==> src/rtl/qos_egress_arbiter_pkg.sv <==
// ---------------------------------------------------------------------------
// qos_egress_arbiter_pkg
// Shared constants and helpers for the QoS egress arbiter:
//   - number of virtual channels and default word width
//   - field positions of class / destination / payload inside a word
//   - default WRR weights and the weight-normalising helper
// ---------------------------------------------------------------------------
package qos_egress_arbiter_pkg;

    localparam int NUM_VC       = 4;
    localparam int DEF_DATA_W   = 12;
    localparam int DEF_WEIGHT_W = 4;

    localparam int CLASS_MSB = 11;
    localparam int CLASS_LSB = 10;
    localparam int DEST_MSB  = 9;
    localparam int DEST_LSB  = 8;

    localparam int DEF_W0 = 4;
    localparam int DEF_W1 = 3;
    localparam int DEF_W2 = 2;
    localparam int DEF_W3 = 1;

    typedef logic [1:0] vc_idx_t;

    // Word layout with the default width.
    typedef struct packed {
        logic [1:0] cls;
        logic [1:0] dest;
        logic [7:0] payload;
    } qos_word_t;

    // A weight of zero would starve a VC forever; it is promoted to one grant.
    function automatic int eff_weight(input int w);
        return (w <= 0) ? 1 : w;
    endfunction

    function automatic logic [NUM_VC-1:0] vc_onehot(input vc_idx_t idx);
        logic [NUM_VC-1:0] r;
        r      = '0;
        r[idx] = 1'b1;
        return r;
    endfunction

endpackage

==> src/rtl/qos_egress_arbiter_if.sv <==
// ---------------------------------------------------------------------------
// qos_egress_arbiter_if
// Groups the VC FIFO side and the output FIFO side of the egress arbiter.
//   vc_empty        : empty flags of VC FIFOs 3..0
//   vc_data         : FWFT head words, VCi at [i*DATA_W +: DATA_W]
//   out_almost_full : almost-full flags of output FIFOs 3..0
//   vc_pop          : one-hot pop to the granted VC FIFO (combinational)
//   out_push        : one-hot push to the output FIFO chosen by dest (registered)
//   out_data        : word accompanying out_push
//   active_vc       : current WRR pointer (status)
//   idle            : no VC eligible this cycle
//
// Flow control: a VC FIFO head is valid while its empty flag is low and is
// consumed on the rising edge where the matching vc_pop bit is high. An output
// FIFO accepts a word on every edge where its out_push bit is high; it raises
// almost_full while at least one slot is still free, so the single word already
// sitting in the output register can always land.
// ---------------------------------------------------------------------------
interface qos_egress_arbiter_if #(
    parameter int DATA_W = 12
);
    import qos_egress_arbiter_pkg::*;

    logic [NUM_VC-1:0]        vc_empty;
    logic [NUM_VC*DATA_W-1:0] vc_data;
    logic [NUM_VC-1:0]        out_almost_full;
    logic [NUM_VC-1:0]        vc_pop;
    logic [NUM_VC-1:0]        out_push;
    logic [DATA_W-1:0]        out_data;
    logic [1:0]               active_vc;
    logic                     idle;

    // Arbiter side.
    modport slave (
        input  vc_empty, vc_data, out_almost_full,
        output vc_pop, out_push, out_data, active_vc, idle
    );

    // Environment side (FIFOs).
    modport master (
        output vc_empty, vc_data, out_almost_full,
        input  vc_pop, out_push, out_data, active_vc, idle
    );

endinterface

==> src/rtl/qos_egress_arbiter_rr_pick.sv <==
// ---------------------------------------------------------------------------
// qos_rr_pick
// Combinational round-robin search. Returns the first set bit of i_elig
// scanning i_ptr+1, i_ptr+2, i_ptr+3 and finally i_ptr itself (mod 4).
//   i_elig  : eligibility vector, one bit per VC
//   i_ptr   : current pointer
//   o_found : at least one VC is eligible
//   o_idx   : index of the selected VC (i_ptr when nothing is found)
// ---------------------------------------------------------------------------
module qos_rr_pick
    import qos_egress_arbiter_pkg::*;
(
    input  logic [NUM_VC-1:0] i_elig,
    input  logic [1:0]        i_ptr,
    output logic              o_found,
    output logic [1:0]        o_idx
);

    logic [1:0] w_cand;

    // Scan from the farthest offset down so the nearest eligible VC wins.
    // Offset 4 wraps to i_ptr itself, making the current VC the last choice.
    always_comb begin
        o_found = 1'b0;
        o_idx   = i_ptr;
        w_cand  = i_ptr;
        for (int s = NUM_VC; s >= 1; s--) begin
            w_cand = i_ptr + 2'(s);
            if (i_elig[w_cand]) begin
                o_found = 1'b1;
                o_idx   = w_cand;
            end
        end
    end

endmodule

==> src/rtl/qos_egress_arbiter.sv <==
// ---------------------------------------------------------------------------
// qos_egress_arbiter
// Pops words from four FWFT VC FIFOs with weighted round-robin and routes each
// word to one of four output FIFOs selected by its destination field, skipping
// VCs whose target output FIFO is almost full.
//   clk   : single clock, rising edge
//   reset : asynchronous, active-low
//   bus   : qos_egress_arbiter_if.slave (VC FIFO side, output FIFO side, status)
// ---------------------------------------------------------------------------
module qos_egress_arbiter
    import qos_egress_arbiter_pkg::*;
#(
    parameter int DATA_W   = DEF_DATA_W,
    parameter int WEIGHT_W = DEF_WEIGHT_W,
    parameter int W0       = DEF_W0,
    parameter int W1       = DEF_W1,
    parameter int W2       = DEF_W2,
    parameter int W3       = DEF_W3
)(
    input logic                 clk,
    input logic                 reset,
    qos_egress_arbiter_if.slave bus
);

    // Credit loaded at reset (VC0 owns the first turn) and on starting a new
    // turn; the granting cycle itself consumes one, hence the minus one.
    localparam logic [WEIGHT_W-1:0] C_RESET = WEIGHT_W'(eff_weight(W0));
    localparam logic [WEIGHT_W-1:0] C_TURN0 = WEIGHT_W'(eff_weight(W0) - 1);
    localparam logic [WEIGHT_W-1:0] C_TURN1 = WEIGHT_W'(eff_weight(W1) - 1);
    localparam logic [WEIGHT_W-1:0] C_TURN2 = WEIGHT_W'(eff_weight(W2) - 1);
    localparam logic [WEIGHT_W-1:0] C_TURN3 = WEIGHT_W'(eff_weight(W3) - 1);

    logic [1:0]          r_active_vc;
    logic [WEIGHT_W-1:0] r_credit;
    logic [NUM_VC-1:0]   r_out_push;
    logic [DATA_W-1:0]   r_out_data;

    logic [DATA_W-1:0]   w_head [NUM_VC];
    logic [NUM_VC-1:0]   w_elig;
    logic                w_keep;
    logic                w_found;
    logic                w_grant;
    logic [1:0]          w_pick_idx;
    logic [1:0]          w_grant_idx;
    logic [DATA_W-1:0]   w_grant_word;

    function automatic logic [WEIGHT_W-1:0] turn_credit(input logic [1:0] idx);
        case (idx)
            2'd0:    turn_credit = C_TURN0;
            2'd1:    turn_credit = C_TURN1;
            2'd2:    turn_credit = C_TURN2;
            default: turn_credit = C_TURN3;
        endcase
    endfunction

    // A VC is eligible when it has a head word and that word's output FIFO can
    // take it. Blocked VCs are simply skipped, so one full output never stalls
    // traffic bound elsewhere.
    always_comb begin
        for (int i = 0; i < NUM_VC; i++) begin
            w_head[i] = bus.vc_data[i*DATA_W +: DATA_W];
            w_elig[i] = !bus.vc_empty[i] &&
                        !bus.out_almost_full[w_head[i][DEST_MSB:DEST_LSB]];
        end
    end

    qos_rr_pick u_rr_pick (
        .i_elig  (w_elig),
        .i_ptr   (r_active_vc),
        .o_found (w_found),
        .o_idx   (w_pick_idx)
    );

    // Stay on the current VC while it has credit and is eligible; otherwise the
    // round-robin search picks the next VC (current VC last).
    always_comb begin
        w_keep       = w_elig[r_active_vc] && (r_credit != '0);
        w_grant      = w_keep || w_found;
        w_grant_idx  = w_keep ? r_active_vc : w_pick_idx;
        w_grant_word = w_head[w_grant_idx];
    end

    assign bus.vc_pop    = (reset && w_grant) ? vc_onehot(w_grant_idx) : '0;
    assign bus.idle      = !(|w_elig);
    assign bus.out_push  = r_out_push;
    assign bus.out_data  = r_out_data;
    assign bus.active_vc = r_active_vc;

    // Pointer and credit: credit belongs to the turn, so switching VCs (even
    // when the old VC still had credit but went ineligible) starts a new turn.
    always_ff @(posedge clk or negedge reset) begin
        if (!reset) begin
            r_active_vc <= '0;
            r_credit    <= C_RESET;
        end else if (w_grant) begin
            if (w_keep) begin
                r_credit <= r_credit - WEIGHT_W'(1);
            end else begin
                r_active_vc <= w_grant_idx;
                r_credit    <= turn_credit(w_grant_idx);
            end
        end
    end

    // Output register: one cycle after the pop, the word is pushed to the
    // output FIFO its destination field selects. Reset drops an in-flight word.
    always_ff @(posedge clk or negedge reset) begin
        if (!reset) begin
            r_out_push <= '0;
            r_out_data <= '0;
        end else begin
            r_out_push <= w_grant ? vc_onehot(w_grant_word[DEST_MSB:DEST_LSB]) : '0;
            if (w_grant) begin
                r_out_data <= w_grant_word;
            end
        end
    end

endmodule
==> src/flat_wrapper.sv <==
// flat-port wrapper written by rule: the top's interface ports become plain ports
module qos_egress_arbiter_flat import qos_egress_arbiter_pkg::*;
#(
    parameter int DATA_W   = DEF_DATA_W,
    parameter int WEIGHT_W = DEF_WEIGHT_W,
    parameter int W0       = DEF_W0,
    parameter int W1       = DEF_W1,
    parameter int W2       = DEF_W2,
    parameter int W3       = DEF_W3
)
  (clk, reset, bus_vc_empty, bus_vc_data, bus_out_almost_full, bus_vc_pop, bus_out_push, bus_out_data, bus_active_vc, bus_idle);
  qos_egress_arbiter_if #(.DATA_W(DATA_W)) bus_i ();
  input logic clk;
  input logic reset;
  input wire logic [$bits(bus_i.vc_empty)-1:0] bus_vc_empty;
  input wire logic [$bits(bus_i.vc_data)-1:0] bus_vc_data;
  input wire logic [$bits(bus_i.out_almost_full)-1:0] bus_out_almost_full;
  output wire logic [$bits(bus_i.vc_pop)-1:0] bus_vc_pop;
  output wire logic [$bits(bus_i.out_push)-1:0] bus_out_push;
  output wire logic [$bits(bus_i.out_data)-1:0] bus_out_data;
  output wire logic [$bits(bus_i.active_vc)-1:0] bus_active_vc;
  output wire logic [$bits(bus_i.idle)-1:0] bus_idle;
  assign bus_i.vc_empty = bus_vc_empty;
  assign bus_i.vc_data = bus_vc_data;
  assign bus_i.out_almost_full = bus_out_almost_full;
  assign bus_vc_pop = bus_i.vc_pop;
  assign bus_out_push = bus_i.out_push;
  assign bus_out_data = bus_i.out_data;
  assign bus_active_vc = bus_i.active_vc;
  assign bus_idle = bus_i.idle;
  qos_egress_arbiter #(.DATA_W(DATA_W), .WEIGHT_W(WEIGHT_W), .W0(W0), .W1(W1), .W2(W2), .W3(W3)) u_core (.clk(clk), .reset(reset), .bus(bus_i));
endmodule
==> config.mk <==
export PLATFORM = sky130hd
export DESIGN_NAME = qos_egress_arbiter_flat
export DESIGN_NICKNAME = d
export VERILOG_FILES = /design/src/rtl/qos_egress_arbiter_pkg.sv /design/src/rtl/qos_egress_arbiter_if.sv /design/src/rtl/qos_egress_arbiter_rr_pick.sv /design/src/rtl/qos_egress_arbiter.sv /design/src/flat_wrapper.sv
export SDC_FILE = /design/constraint.sdc
export NUM_CORES = 1
export LEC_CHECK = 0
export CORE_MARGIN = 3
export CORE_UTILIZATION = 38
export CTS_CLUSTER_DIAMETER = 100
export DETAILED_ROUTE_END_ITERATION = 8
export GPL_ROUTABILITY_DRIVEN = 0
export PLACE_DENSITY = 0.77
export SLEW_MARGIN = 20
export SYNTH_ARGS = -nofsm -noshare
export SYNTH_HDL_FRONTEND = slang
export SYNTH_HIERARCHICAL = 1
export SYNTH_SLANG_ARGS = --single-unit
export TNS_END_PERCENT = 50
==> constraint.sdc <==
create_clock -name clk -period 3.25 [get_ports clk]
set_clock_uncertainty 0.1 [all_clocks]
set_input_delay 0.65 -clock clk [delete_from_list [all_inputs] [get_ports clk]]
set_output_delay 0.65 -clock clk [all_outputs]
set_load 0.01 [all_outputs]
## After elaboration in Yosys (flattened, before gate mapping)

Index checks and enable logic that the tools add are counted.
W data, S select, Z words.

- Bits of input ports: 58
- Output and inout bits: 23
- Word-level logic and storage cells: 82
- Bits in registers: 22

- Equality and inequality tests: 2
- Mux-type cells: 35
- Reductions and logical operators: 22
- $add $sub $neg: 4
- Bitwise operators: 2
- Magnitude comparators: 13

Operators by type and width:

| kind | number |
|---|---|
| $lt A2 B3 Y1 const B | 10 |
| $bmux W12 S2 | 1 |
| $mux W12 | 2 |
| $bmux W1 S2 | 8 |
| $mux W1 | 14 |
| $mux W4 | 3 |
| $logic_not A1 Y1 | 9 |
| $logic_and A1 B1 Y1 | 8 |
| $mux W2 | 4 |
| $pmux W2 S3 | 1 |
| $add A2 B2 Y2 const B | 2 |
| $demux W1 S2 | 2 |
| $ge A2 B1 Y1 const B | 2 |
| $reduce_bool A4 Y1 | 1 |
| $reduce_or A4 Y1 | 1 |
| $sub A4 B1 Y4 const B | 1 |
| $ge A3 B3 Y1 const B | 1 |
| $not A2 Y3 | 1 |
| $add A2 B1 Y2 const B | 1 |
| $eq A2 B1 Y1 const B | 1 |
| $eq A2 B2 Y1 const B | 1 |
| $logic_not A2 Y1 | 1 |
| $reduce_and A2 Y1 | 1 |
| $logic_or A1 B1 Y1 | 1 |
| $not A1 Y1 | 1 |

## Depth between registers and ports, before layout

- Depth after elaboration: 19
- Depth in mapped cells: 11
- Mapped depth without buffers: 11

## Cells and area by module

Netlist, hierarchy kept.

Modules (own cells, without submodules):

| module | sequential area each (µm²) | instances | area each (µm²) | cells each |
|---|---|---|---|---|
| qos_egress_arbiter | 551.8 | 1 | 1727.9 | 188 |
| qos_rr_pick | 0.0 | 1 | 82.6 | 14 |

## Worst setup path before layout

Ideal clock, no wire load.

- Path kind: input-to-reg
- Start: input port bus_vc_data[8]
- End: register u_core.r_out_data[0] (netlist: u_core/bus.out_data[0])
- Path buffers: 1
- Setup time: 137 ps
- Arrival time: 3210 ps
- Data required time: 3013 ps
- Slack: -197 ps
- Stages on the path: 11
- Cells stage by stage: mux2_2 -> or2_2 -> a21oi_1 -> a21oi_1 -> a31oi_1 -> a21oi_1 -> clkbuf_1 -> a21oi_2 -> mux2_2 -> a222oi_1 -> a21oi_1

- Cells in the longest elaborated chain, start to end: 14
- Elaborated cells on any way between the ends: 26
- Those cells by class: mux (21); bitwise (1); reduce/logical (4)

Ends and longest elaborated chain:

| element | line | RTL |
|---|---|---|
| start, declared | flat_wrapper.sv:16 | `input wire logic [$bits(bus_i.vc_data)-1:0] bus_vc_data;` |
| $bmux W1 S2 (*) | qos_egress_arbiter.sv:63 | `!bus.out_almost_full[w_head[i][DEST_MSB:DEST_LSB]];` |
| $mux W1 (implied by the code) (*) | qos_egress_arbiter.sv:63 |  |
| $logic_not A1 Y1 (*) | qos_egress_arbiter.sv:63 |  |
| $logic_and A1 B1 Y1 (*) | qos_egress_arbiter.sv:62 | `w_elig[i] = !bus.vc_empty[i] &&` |
| named net u_core.w_elig[0] | qos_egress_arbiter.sv:39 | `logic [NUM_VC-1:0] w_elig;` |
| $bmux W1 S2 | qos_egress_arbiter_rr_pick.sv:29 | `if (i_elig[w_cand]) begin` |
| $mux W1 (implied by the code) | qos_egress_arbiter_rr_pick.sv:29 |  |
| $mux W2 (2 in series) | qos_egress_arbiter_rr_pick.sv:29 |  |
| $mux W2 (*) | qos_egress_arbiter_rr_pick.sv:29 |  |
| named net u_core.w_pick_idx[1] | qos_egress_arbiter.sv:43 | `logic [1:0] w_pick_idx;` |
| $mux W2 (*) | qos_egress_arbiter.sv:79 | `w_grant_idx = w_keep ? r_active_vc : w_pick_idx;` |
| $not A2 Y3 (implied by the code) (*) | qos_egress_arbiter.sv:80 | `w_grant_word = w_head[w_grant_idx];` |
| $bmux W12 S2 (*) | qos_egress_arbiter.sv:80 |  |
| $mux W12 (implied by the code) (*) (2 in series) | qos_egress_arbiter.sv:80 |  |
| end signal, assigned | qos_egress_arbiter.sv:114 | `r_out_data <= w_grant_word;` |
| end, declared | qos_egress_arbiter.sv:36 | `logic [DATA_W-1:0] r_out_data;` |

The timed path passes the listed nets; every way through them passes the cells marked *. The select of a mux whose other input is x is not followed.
A chain may end at the register's enable or synchronous reset.

## Worst setup path after layout

- Start: input port bus_vc_data[8]
- End: output port bus_vc_pop[1]

- Cells in the longest elaborated chain, start to end: 15
- Elaborated cells on any way between the ends: 29
- Those cells by class: order compare (2); mux (21); reduce/logical (6)

Ends and longest elaborated chain:

| element | line | RTL |
|---|---|---|
| $bmux W1 S2 (*) | qos_egress_arbiter.sv:63 |  |
| $mux W1 (implied by the code) (*) | qos_egress_arbiter.sv:63 |  |
| $logic_not A1 Y1 (*) | qos_egress_arbiter.sv:63 |  |
| $logic_and A1 B1 Y1 (*) | qos_egress_arbiter.sv:62 |  |
| named net u_core.w_elig[0] | qos_egress_arbiter.sv:39 |  |
| $bmux W1 S2 | qos_egress_arbiter_rr_pick.sv:29 |  |
| $mux W1 (implied by the code) | qos_egress_arbiter_rr_pick.sv:29 |  |
| $mux W2 (2 in series) | qos_egress_arbiter_rr_pick.sv:29 |  |
| $mux W2 (*) | qos_egress_arbiter_rr_pick.sv:29 |  |
| named net u_core.w_pick_idx[0] | qos_egress_arbiter.sv:43 |  |
| $mux W2 (*) | qos_egress_arbiter.sv:79 |  |
| $lt A2 B3 Y1 (implied by the code) or $ge A2 B1 Y1 (tied branches) | qos_egress_arbiter_pkg.sv:41 | `r[idx] = 1'b1;` |
| $logic_and A1 B1 Y1 (implied by the code) | qos_egress_arbiter_pkg.sv:41 |  |
| $mux W1 (implied by the code) | qos_egress_arbiter_pkg.sv:41 |  |
| $demux W1 S2 (*) | -- |  |
| $mux W4 (*) | qos_egress_arbiter.sv:83 | `assign bus.vc_pop = (reset && w_grant) ? vc_onehot(w_grant_idx) : '0;` |
| end, declared | flat_wrapper.sv:18 | `output wire logic [$bits(bus_i.vc_pop)-1:0] bus_vc_pop;` |

Marks and branches as above.

==> impl_metrics.py <==
metrics = {
    "outcome": {
        "status": "complete, but fails checks",
        "violations": "negative setup slack",
    },
    "route": {
        "first_pass_iters": 5,
        "avgRoutedWirePerCell_microns": 17.9,
        "vias": 2315,
        "via_per_inst": 5.86,
        "drt-initial-drc-count": 170,
        "drt-total-wl_mm": 7.06,
        "route.detailed.drc": 0,
        "ant_nets": 0,
    },
    "cells_and_area": {
        "nNetsFinal": 404,
        "nFillCells": 285,
        "final_layout_size_suffix_gt1_share_pct": 39.4,
        "syn_to_final_growth_pct": 87.4,
        "stdcell_count": 395,
        "diodes": 0,
    },
    "timing": {
        "final.setup.tns_ns": -0.594,
        "finalHoldViolCount": 0,
        "setup_violations": 7,
        "fin_ws_ns": -0.194,
        "fin_crit_sh_pct": 106,
        "fin_crit_ns": 3.44,
        "rsz0062_at_grt": "yes",
        "slew_violations": 0,
        "clock.fmax_mhz": 290,
        "worst_slew_pin_slew_ns": 0.414,
        "slew_headroom_pct": 72.4,
    },
    "yosys": {
        "synth_cell_types": 54,
        "yosysSeqAreaShare_pct": 30.5,
        "ys_seq_elements": 22,
        "synth_edf_count": 0,
        "synth_flop_cell": "dfrtp_1",
        "synth-async-reset-ratio_pct": 100,
        "netlist_instances": 202,
        "synth_top_cell_by_area": "dfrtp_1",
        "mappedNetlistArea_sq_um": 1810,
        "ys_warn_count": 6,
        "postSynthAreaPerCell_sq_um": 8.96,
        "syn_nets": 262,
        "netlist.area_leader.share_pct": 29.0,
        "synth_area_leaders": "dfrtp_1 (29%), mux2_2 (8.7%), a21oi_1 (5.8%)",
    },
    "clocking": {
        "worstSkewPairLatency_ns": 0.27,
        "cts.sinks": 22,
        "clk_pin_slew_ns": 0.08,
        "cts_htree_levels": 1,
        "cts_inserted_buffers": 3,
        "holdBufCountCts": 0,
        "clockBufferDepth": 2,
        "cts_tree": "done",
        "cts_root_buffer": "clkbuf_8",
    },
    "run": {
        "cap_violations": 0,
    },
    "worst_setup_path": {
        "start_kind": "primary input",
        "endpoint_kind": "primary output",
        "crit_type": "primary input to primary output",
        "worst_ep_required_time_ns": 2.50,
        "crit_path_max_fanout": 4,
        "cp_data_arrival_time_ns": 2.69,
        "worstRegToRegCells": 13,
    },
    "global_route": {
        "grt_pass1_vias": 2264,
        "gr-usage-all-layers_pct": 23.8,
        "grt_max_degree": 26,
        "antenna_found_initial": 0,
        "grt_first_pass_wirelength_mm": 10.4,
        "grt_overflow": 0,
    },
    "placement": {
        "numPortBuffers": 80,
        "pre_cts_ws_ns": -1.07,
        "dp_hpwl_mm": 4.89,
        "placedCellCount": 373,
    },
    "floorplan": {
        "die_y_microns": 75.0,
        "initial_core_util_pct": 40.5,
        "ios": 81,
        "rows": 24,
        "die_area_sq_um": 5630,
        "core_sq_um": 4470,
        "fp.dieW_microns": 75.0,
    },
    "pwr": {
        "leakage_uw": 0.00144,
        "pwr_density_cell_nw_per_um2": 859,
        "power.total_uw": 2910,
        "vdd_drop_max_mv": 0.516,
    },
    "min_path": {
        "hold_class": "register to register",
        "holdPathStages": 1,
    },
}
==> registers in the layout, summed over array words and instances, names as in the netlist <==
register              count
u_core/bus.out_push       4
u_core/bus.active_vc      2
u_core/r_credit           4
u_core/bus.out_data      12
==> where the power goes <==
group | internal, uW | total, uW | switching (uW)
Clock | 108 | 202 | 93.5
Sequential | 408 | 502 | 93.5
Combinational | 1210 | 2210 | 1000
Total | 1720 | 2910 | 1190
==> repair_timing <==
action / in CTS / in global routing
resized for setup: 82 / 19
pin swaps: 19 / 13
setup endpoints to repair: 21 / 20
buffers inserted: 14 / 4
==> path summary, 6_finish.rpt <==
check | slack [ns] | to | startpoint
setup / recovery | -0.19 | bus_vc_pop[1] | bus_vc_data[8]
hold / removal | 0.40 | u_core/r_credit[3] | u_core/r_credit[3]
setup reg to reg | 0.19 | u_core/bus.out_data[6] | u_core/r_credit[0]
hold reg to reg | 0.40 | u_core/r_credit[3] | u_core/r_credit[3]
max in group asynchronous | 2.01 | u_core/r_credit[2] | reset
min in group asynchronous | 0.82 | u_core/r_credit[1] | reset
==> worst max-delay path, cell delays in order <==
cell and delay, ns:
buf_6 0.10, mux2_4 0.31, or2_4 0.24, a21oi_4 0.20
o22ai_2 0.10, a221o_1 0.42, buf_6 0.17, buf_6 0.11
a32oi_1 0.18, nor2b_1 0.08, buf_2 0.14
==> synthesized netlist by cell type, types with 4 or more instances <==
library cell  instances
nor3_1                7
nand3_1               4
clkbuf_1              5
mux2i_1               7
inv_1                 5
nand2_1              14
dfrtp_1              21
a222oi_1             10
mux2_2               14
nor2_1               15
a32o_1                4
or2_2                 4
o21ai_0               8
a21oi_1              21
nand2b_1              4
==> cell families (layout without fill, tap and decap cells) <==
group                    Yosys count  count (layout)  share of synthesized area [%]
AND/OR/NAND/NOR                   71              71                           21.6
AO/OA/AOI/OAI                     70              70                           28.8
multiplexers                      24              24                           15.0
flip-flops                        22              22                           30.5
buffers and inverters             13             154                           2.83
adder cells (fa/ha/maj)            2               2                           1.38
==> layout by cell type (no fill, tap or decap), types with 6 or more instances in the layout <==
| cell type | instances |
|---|---|
| dfrtp_1 | 21 |
| mux2i_2 | 6 |
| clkdlybuf4s50_1 | 62 |
| a222oi_1 | 10 |
| a21oi_1 | 14 |
| a21oi_2 | 6 |
| buf_4 | 51 |
| dlygate4sd2_1 | 7 |
| nor2_1 | 15 |
| nand2_1 | 11 |
| mux2_2 | 12 |
| o21ai_0 | 6 |
| buf_2 | 6 |
| buf_6 | 14 |
==> area by class of cell <==
type	count	area [sq um]	share of cell area [%]
multi-input combinational	167	1380	40.6
timing repair buffer	145	1320	39.0
sequential	22	552	16.3
tap	52	65.1	1.92
clock buffer	4	55.1	1.62
inverter	5	18.8	0.553
==> layer usage <==
metal,global-route usage [%],routed length [microns]
met1,30.0,2780
met2,41.0,3720
met3,4.54,361
met4,7.51,189
met5,0,0
==> per-stage QoR <==
stage | util, % | instance area, sq um | hold WS, ns
global placement | 67.8 | 3030 | 0.384
floorplan | - | 1840 | 0.254
CTS | 73.5 | 3290 | 0.398
detailed placement | 67.8 | 3030 | 0.383
finish | 75.8 | 3390 | 0.397
global route | 75.8 | 3390 | 0.415
No activity file was read; power rests on OpenSTA's default activity.
